File: config.mk
export PLATFORM = sky130hd
export DESIGN_NAME = ps2_host_tx
export DESIGN_NICKNAME = d
export VERILOG_FILES = /design/src/rtl/ps2_host_tx.sv
export SDC_FILE = /design/constraint.sdc
export NUM_CORES = 1
export LEC_CHECK = 0
export ABC_AREA = 1
export BUFFER_PORTS_ARGS = -buffer_cell sky130_fd_sc_hd__clkbuf_2
export CAP_MARGIN = 20
export CORE_ASPECT_RATIO = 1.5
export CORE_MARGIN = 2
export CORE_UTILIZATION = 53
export DETAILED_ROUTE_END_ITERATION = 7
export PLACE_DENSITY = 0.75
export SLEW_MARGIN = 20
export SYNTH_ARGS = -nofsm -noshare
export SYNTH_HDL_FRONTEND = slang
export SYNTH_SLANG_ARGS = --single-unit
export TNS_END_PERCENT = 1
File: constraint.sdc
create_clock -name clk -period 2.1 [get_ports clk]
set_input_delay 0.105 -clock clk [delete_from_list [all_inputs] [get_ports clk]]
set_output_delay 0.105 -clock clk [all_outputs]
set_load 0.01 [all_outputs]
File: src/rtl/ps2_host_tx.sv
// ps2_host_tx: host-to-device PS/2 command transmitter.
//   Inhibits the bus, issues request-to-send, then shifts out
//   {stop, odd parity, byte} on the device-generated clock and samples the ack.
// Ports:
//   clk, reset        system clock, synchronous active-high reset
//   start, tx_byte    one-cycle request with the byte to send (ignored while busy)
//   ps2_clk_in/_data  raw open-drain lines (asynchronous)
//   ps2_clk_oe/_data_oe  1 = pull the line low, 0 = release
//   busy, done        transaction in flight / one-cycle end pulse
//   ack_ok, error     result, valid from done until the next accepted start
module ps2_host_tx #(
  parameter int INHIBIT_CYCLES = 5000,
  parameter int TIMEOUT_CYCLES = 1000000
) (
  input  logic       clk,
  input  logic       reset,
  input  logic       start,
  input  logic [7:0] tx_byte,
  input  logic       ps2_clk_in,
  input  logic       ps2_data_in,
  output logic       ps2_clk_oe,
  output logic       ps2_data_oe,
  output logic       busy,
  output logic       done,
  output logic       ack_ok,
  output logic       error
);
  localparam int IW = $clog2(INHIBIT_CYCLES + 1);
  localparam int TW = $clog2(TIMEOUT_CYCLES + 1);
  localparam logic [IW-1:0] INH_LAST = IW'(INHIBIT_CYCLES - 1);
  localparam logic [TW-1:0] TO_LAST  = TW'(TIMEOUT_CYCLES - 1);

  typedef enum logic [2:0] {
    S_IDLE, S_INHIBIT, S_RTS, S_DATA, S_PARITY, S_ACK, S_WAIT_IDLE
  } state_t;

  state_t        state;
  logic          clk_s1, clk_s2, clk_prev;
  logic          data_s1, data_s2;
  logic          fall;
  logic          to_active, to_expire;
  logic [IW-1:0] inh_cnt;
  logic [TW-1:0] to_cnt;
  logic [8:0]    shreg;   // {parity, byte}, bit 0 is the next bit on the wire
  logic [2:0]    bitcnt;

  // Synchronizers reset to 1 (idle bus level) so reset never fakes a falling edge.
  always_ff @(posedge clk) begin
    if (reset) begin
      clk_s1   <= 1'b1;
      clk_s2   <= 1'b1;
      clk_prev <= 1'b1;
      data_s1  <= 1'b1;
      data_s2  <= 1'b1;
    end else begin
      clk_s1   <= ps2_clk_in;
      clk_s2   <= clk_s1;
      clk_prev <= clk_s2;
      data_s1  <= ps2_data_in;
      data_s2  <= data_s1;
    end
  end

  assign fall      = clk_prev & ~clk_s2;
  assign to_active = state inside {S_RTS, S_DATA, S_PARITY, S_ACK, S_WAIT_IDLE};
  // A fall in the expiry cycle clears the counter instead of timing out.
  assign to_expire = to_active && !fall && (to_cnt == TO_LAST);

  always_ff @(posedge clk) begin
    if (reset) begin
      state       <= S_IDLE;
      ps2_clk_oe  <= 1'b0;
      ps2_data_oe <= 1'b0;
      busy        <= 1'b0;
      done        <= 1'b0;
      ack_ok      <= 1'b0;
      error       <= 1'b0;
      inh_cnt     <= '0;
      to_cnt      <= '0;
      shreg       <= '0;
      bitcnt      <= '0;
    end else begin
      done <= 1'b0;

      // Held at zero until RTS so it starts clean on RTS entry; saturates.
      if (!to_active || fall) to_cnt <= '0;
      else if (to_cnt != TO_LAST) to_cnt <= to_cnt + 1'b1;

      if (to_expire) begin
        error       <= 1'b1;
        ack_ok      <= 1'b0;
        ps2_clk_oe  <= 1'b0;
        ps2_data_oe <= 1'b0;
        busy        <= 1'b0;
        done        <= 1'b1;
        state       <= S_IDLE;
      end else begin
        case (state)
          S_IDLE: if (start) begin
            shreg       <= {~^tx_byte, tx_byte};
            ack_ok      <= 1'b0;
            error       <= 1'b0;
            busy        <= 1'b1;
            ps2_clk_oe  <= 1'b1;
            ps2_data_oe <= 1'b0;
            inh_cnt     <= '0;
            state       <= S_INHIBIT;
          end
          S_INHIBIT: begin
            if (inh_cnt == INH_LAST) begin
              ps2_clk_oe  <= 1'b0;
              ps2_data_oe <= 1'b1;   // start bit
              state       <= S_RTS;
            end else begin
              inh_cnt <= inh_cnt + 1'b1;
            end
          end
          S_RTS: if (fall) begin
            ps2_data_oe <= ~shreg[0];
            shreg       <= shreg >> 1;
            bitcnt      <= '0;
            state       <= S_DATA;
          end
          // After bit7 has gone out, shreg[0] holds parity for the next fall.
          S_DATA: if (fall) begin
            ps2_data_oe <= ~shreg[0];
            shreg       <= shreg >> 1;
            if (bitcnt == 3'd7) state <= S_PARITY;
            else                bitcnt <= bitcnt + 1'b1;
          end
          S_PARITY: if (fall) begin
            ps2_data_oe <= 1'b0;     // stop bit
            state       <= S_ACK;
          end
          S_ACK: if (fall) begin
            if (data_s2) error  <= 1'b1;
            else         ack_ok <= 1'b1;
            state <= S_WAIT_IDLE;
          end
          S_WAIT_IDLE: if (clk_s2 && data_s2) begin
            busy  <= 1'b0;
            done  <= 1'b1;
            state <= S_IDLE;
          end
          default: state <= S_IDLE;
        endcase
      end
    end
  end
endmodule
# Word level (Yosys, flattened, before mapping)
# Cells that the tools add are included.
# Widths: inputs -> output; s select.
dict set report op_classes {
  add_sub_neg 3
  n_eq_ne 25
  mux 39
  bitwise 4
  reduce_logical 28
}
# op count
set ops {}
lappend ops {{$mux 3} 11}
lappend ops {{$mux 13} 2}
lappend ops {{$pmux 13 s2} 1}
lappend ops {{$pmux 3 s7} 1}
lappend ops {{$add 20x1->20 const B} 1}
lappend ops {{$eq 20x20->1 const B} 1}
lappend ops {{$ne 20x20->1 const B} 1}
lappend ops {{$mux 9} 2}
lappend ops {{$ne 2x2->1 const B} 9}
lappend ops {{$pmux 9 s2} 1}
lappend ops {{$reduce_and 4->1} 4}
lappend ops {{$mux 1} 15}
lappend ops {{$add 13x1->13 const B} 1}
lappend ops {{$eq 13x13->1 const B} 1}
lappend ops {{$eq 3x3->1 const B} 4}
lappend ops {{$reduce_and 5->1} 2}
lappend ops {{$reduce_bool 2->1} 5}
lappend ops {{$ne 3x3->1 const B} 3}
lappend ops {{$pmux 1 s2} 4}
lappend ops {{$reduce_and 8->1} 1}
lappend ops {{$reduce_xnor 8->1} 1}
lappend ops {{$eq 3x2->1 const B} 2}
lappend ops {{$ne 2x1->1 const B} 3}
lappend ops {{$pmux 3 s2} 1}
lappend ops {{14 further kinds} 22}
dict set report totals {
  register_bits 59
  inputBits 13
  output_inout_bits 6
  elab_cells 115
}

# Longest topological paths before layout
dict set report depth {
  depth_word 7
  ltp_mapped 11
}

# Least setup slack after synthesis
# OpenSTA, ideal clock, no wires.
dict set report synth_timing {
  path_type {flip-flop to flip-flop}
  from {register inh_cnt[0]}
  to {register inh_cnt[12]}
  arrival_ps 1350
  setup_slack_ps 623
  path_stages_with_launch 11
  path_buffers 0
  period_less_slack_ps 1477
  cell_sequence {dfxtp_1 ha_1 nand2_1 inv_1 nand2_1 nor2_1 nand3_4 nand2_4 nor2_1 nor2_1 nor2_1}
}
dict set report synth_via {
  elab_chain_len 3
}
# element line
set synth_lines {}
lappend synth_lines {{from (decl)} 42} ;# logic [IW-1:0] inh_cnt;
lappend synth_lines {{from (signal assigned)} 115} ;# inh_cnt <= inh_cnt + 1'b1;
lappend synth_lines {{$add 13x1->13 or $eq 13x13->1 (tied branches)} {115, 110}}
lappend synth_lines {{$mux 13 or $ne 2x2->1 (tied branches)} -}
lappend synth_lines {{$pmux 13 s2 or $reduce_and 4->1 (tied branches)} -}
# Parallel ways exist; a longest one is shown, timed or not. The select of a mux whose other input is x is not followed.
# A chain may end at the register's enable or synchronous reset.

# Worst setup path after layout
dict set report layout_timing {
  from {register to_cnt[0]}
  to {register to_cnt[16]}
}
dict set report layout_via {
  elab_chain_len 1
}
# element line
set layout_lines {}
lappend layout_lines {{from (decl)} 43} ;# logic [TW-1:0] to_cnt;
lappend layout_lines {{from (signal assigned)} 87} ;# else if (to_cnt != TO_LAST) to_cnt <= to_cnt + 1'b1;
lappend layout_lines {{$add 20x1->20 or $ne 20x20->1 (tied branches)} 87}
# Parallel ways exist; a longest one is shown, timed or not.

==> results.md <==
- Synthesis-to-layout area growth: 12.1%
- Clock sink count: 59
- Cells after Synth: 478
- CP cell instances: ha_1 > nand3_2 > nor3_4 > nand2_1 > nor2_1 > nand3b_1 > a21oi_1
- Minimum clock period after layout: 1700 ps
- Post-CTS Setup Bufs: 0
- FMAX: 589 MHz
- Filler instances: 512
- Residual DRC: 0
- Seq/Total Area, Yosys: 36.6%
- Ys async rst share: 0%
- Max rail drop VDD: 0.625 mV
- Yosys warning count: 0
- Routed Antenna Nets: 0
- Overflow after GRT: 0
- GRT Total Usage: 22.3%
- Status: completed
- Syn Std Cell Area: 3230 um^2
- Reg clk slew, reported paths: 70 ps
- Antenna violations before repair: 0
- Static leakage: 1.47 nW
- Largest net degree at the start of global routing: 20
- Power per Cell Area: 1000 nW/um^2
- Vias/cell: 5.29
- Finish-stage setup viols: 0
- Cell with the most instances after synthesis: nand2_1
- DP Area: 3390 um^2
- Setup tns final: 0 ps
- Syn nets: 495
- Routed WL per cell: 11.9 um
- DRT Pass-1 Iters: 6
- Setup Skew: 6.84 ps
- H-tree levels: 3
- DP HPWL: 5140 um
- Slew Viols, Final: 0
- Port Buffers: 18
- Worst path required time: 2380 ps
- WP data arrival: 1980 ps
- Critical path fanouts, max: 6
- Unrepaired setup endpoints after global routing: no
- Number of global-route vias before repair: 2736
- Die Wd: 67.7 um
- Area leader, netlist: dfxtp_1
- Routed WL: 6920 um
- Initial core utilization: 55.4%
- Post-synth EDFFs: 0
- Ant. Diodes: 0
- Register bit count reported by yosys: 59
- Post-Syn Area per Cell: 6.76 um^2
- DP Cell Count: 564
- CTS tree: done
- Row cnt: 34
- Die Y: 99.6 um
- Critical path endpoint category: flip-flop
- Crit share post-route: 80.9%
- Main flop type after synthesis: dfxtp_1
- Starting DRT DRC Count: 229
- Share of cells above drive strength 1: 13.3%
- Slowest CP cell: dfxtp_1
- Clock Latency Late Sink: 340 ps
- Final nets: 522
- Core region area: 5830 um^2
- Design Area, Final: 3620 um^2
- Top-area cell type share of the netlist area: 36.6%
- Root Buffer: clkbuf_8
- I/O pin count: 19
- CTS Buffer Depth: 2
- WS Path Type: flip-flop to flip-flop
- Non-filler cells, final: 582
- Hold Crit Class: input port to flip-flop
- Fin. Hold Viols: 0
- Pwr Total: 3.63 mW
- Via count: 3080
- Num CTS Buffers: 9
- Slowest stage delay, CP: 430 ps
- Most common library cells after synthesis: 122 x nand2_1, 59 x dfxtp_1, 56 x nor2_1
- Max-cap violations: 0
- Synth area leaders: dfxtp_1 37%, nand2_1 14%, a21oi_1 6.5%
- CP startpoint kind: flip-flop
- Post-layout util: 62.1%
- GP Congestion: 0.851
- Slew HR: 67.9%
- Die Footprint: 6750 um^2
- First-pass GRT wire length: 11600 um
- Post-CTS sizing: 0
- Post-synthesis cell type count: 35
- Worst Max-Slew Pin Slew: 481 ps
==> kinds of logic (layout without fill, tap and decap cells) <==
| logic type | count (synthesis) | count (layout) | synth area share, % |
|---|---|---|---|
| buffers and inverters | 62 | 94 | 7.71 |
| adders and majority gates | 4 | 4 | 1.55 |
| and+or+nand+nor | 264 | 264 | 38.3 |
| AOI/OAI and AO/OA | 75 | 75 | 12.0 |
| xor gates and xnor gates | 14 | 14 | 3.80 |
| DFF | 59 | 59 | 36.6 |
==> per-layer routing <==
metal	vias to the layer above	part of all wire, %	track usage [%]
met3	17	4.3	3.96
met5	-	0	0
li1	1613	-	-
met2	70	48	36.7
met1	1380	45	26.7
met4	0	2.8	12.2
==> worst paths after layout <==
check            start         end  slack, ps  cells after the start
max          to_cnt[0]  to_cnt[16]        400                      7
min              reset  inh_cnt[6]        190                      3
max reg2reg  to_cnt[0]  to_cnt[16]        400                      7
min reg2reg     clk_s1      clk_s2        410                      1
==> state kept, by name, indices dropped and copies added (netlist names), 3 cells and up <==
register,cells
shreg,9
to_cnt,20
bitcnt,3
state,3
inh_cnt,13
==> what timing repair did <==
action | 4_1_cts | 5_1_grt
setup endpoints to repair | 0 | 0
hold buffers | 2 | 0
endpoints found under the hold margin | 2 | 0
==> cell usage in the layout, fill, tap and decap left out <==
cell,instances
nor2_8,1
a21oi_1,42
xnor2_1,8
nor2_1,56
o21bai_1,2
or2_0,1
clkbuf_1,1
nand3b_1,5
clkbuf_2,18
nand4_2,1
nor2_2,1
clkinv_2,4
xor2_1,6
nand3_1,36
or2_2,9
nor2_4,2
o21ai_1,1
bufinv_16,2
a31oi_1,2
nand4_1,12
clkbuf_8,9
dfxtp_1,59
nor3_1,8
a21oi_2,1
dlygate4sd3_1,2
nor3_2,3
nand2_4,2
inv_2,6
inv_1,48
o21ai_0,26
nand3_2,2
a211oi_1,1
nand2_2,1
nor3_4,1
buf_4,4
nand3_4,1
ha_1,4
nand2_1,122
==> worst max-delay path: cells and delay by family (launching register included) <==
kind | cells | cell delay [ps]
AND/OR/NAND/NOR | 5 | 830
flip-flops | 1 | 430
adder cells (fa/ha/maj) | 1 | 240
AO/OA/AOI/OAI | 1 | 120
==> stage by stage <==
step | setup slack, ps | hold WS (ps)
2_1_floorplan | 623 | 209
3_3_place_gp | 462 | 290
3_5_place_dp | 434 | 289
4_1_cts | 412 | 177
5_1_grt | 220 | 208
6_report | 401 | 186
==> area by class of cell <==
class                   instances  area (um^2)  share of cell area [%]
inverters                      54          203                    5.60
multi-input cells             357         1800                    49.7
repair buffers                 24          140                    3.87
well taps                      72         90.1                    2.49
clock inverters                 6         80.1                    2.21
flip-flops and latches         59         1180                    32.6
clock buffers                  10          128                    3.52
==> report_power, final <==
group	internal, mW	switching (mW)
logic	0.370	0.751
clock network	0.659	0.450
registers	1.28	0.114
total	2.31	1.31
(Power assumes the default switching activity.)
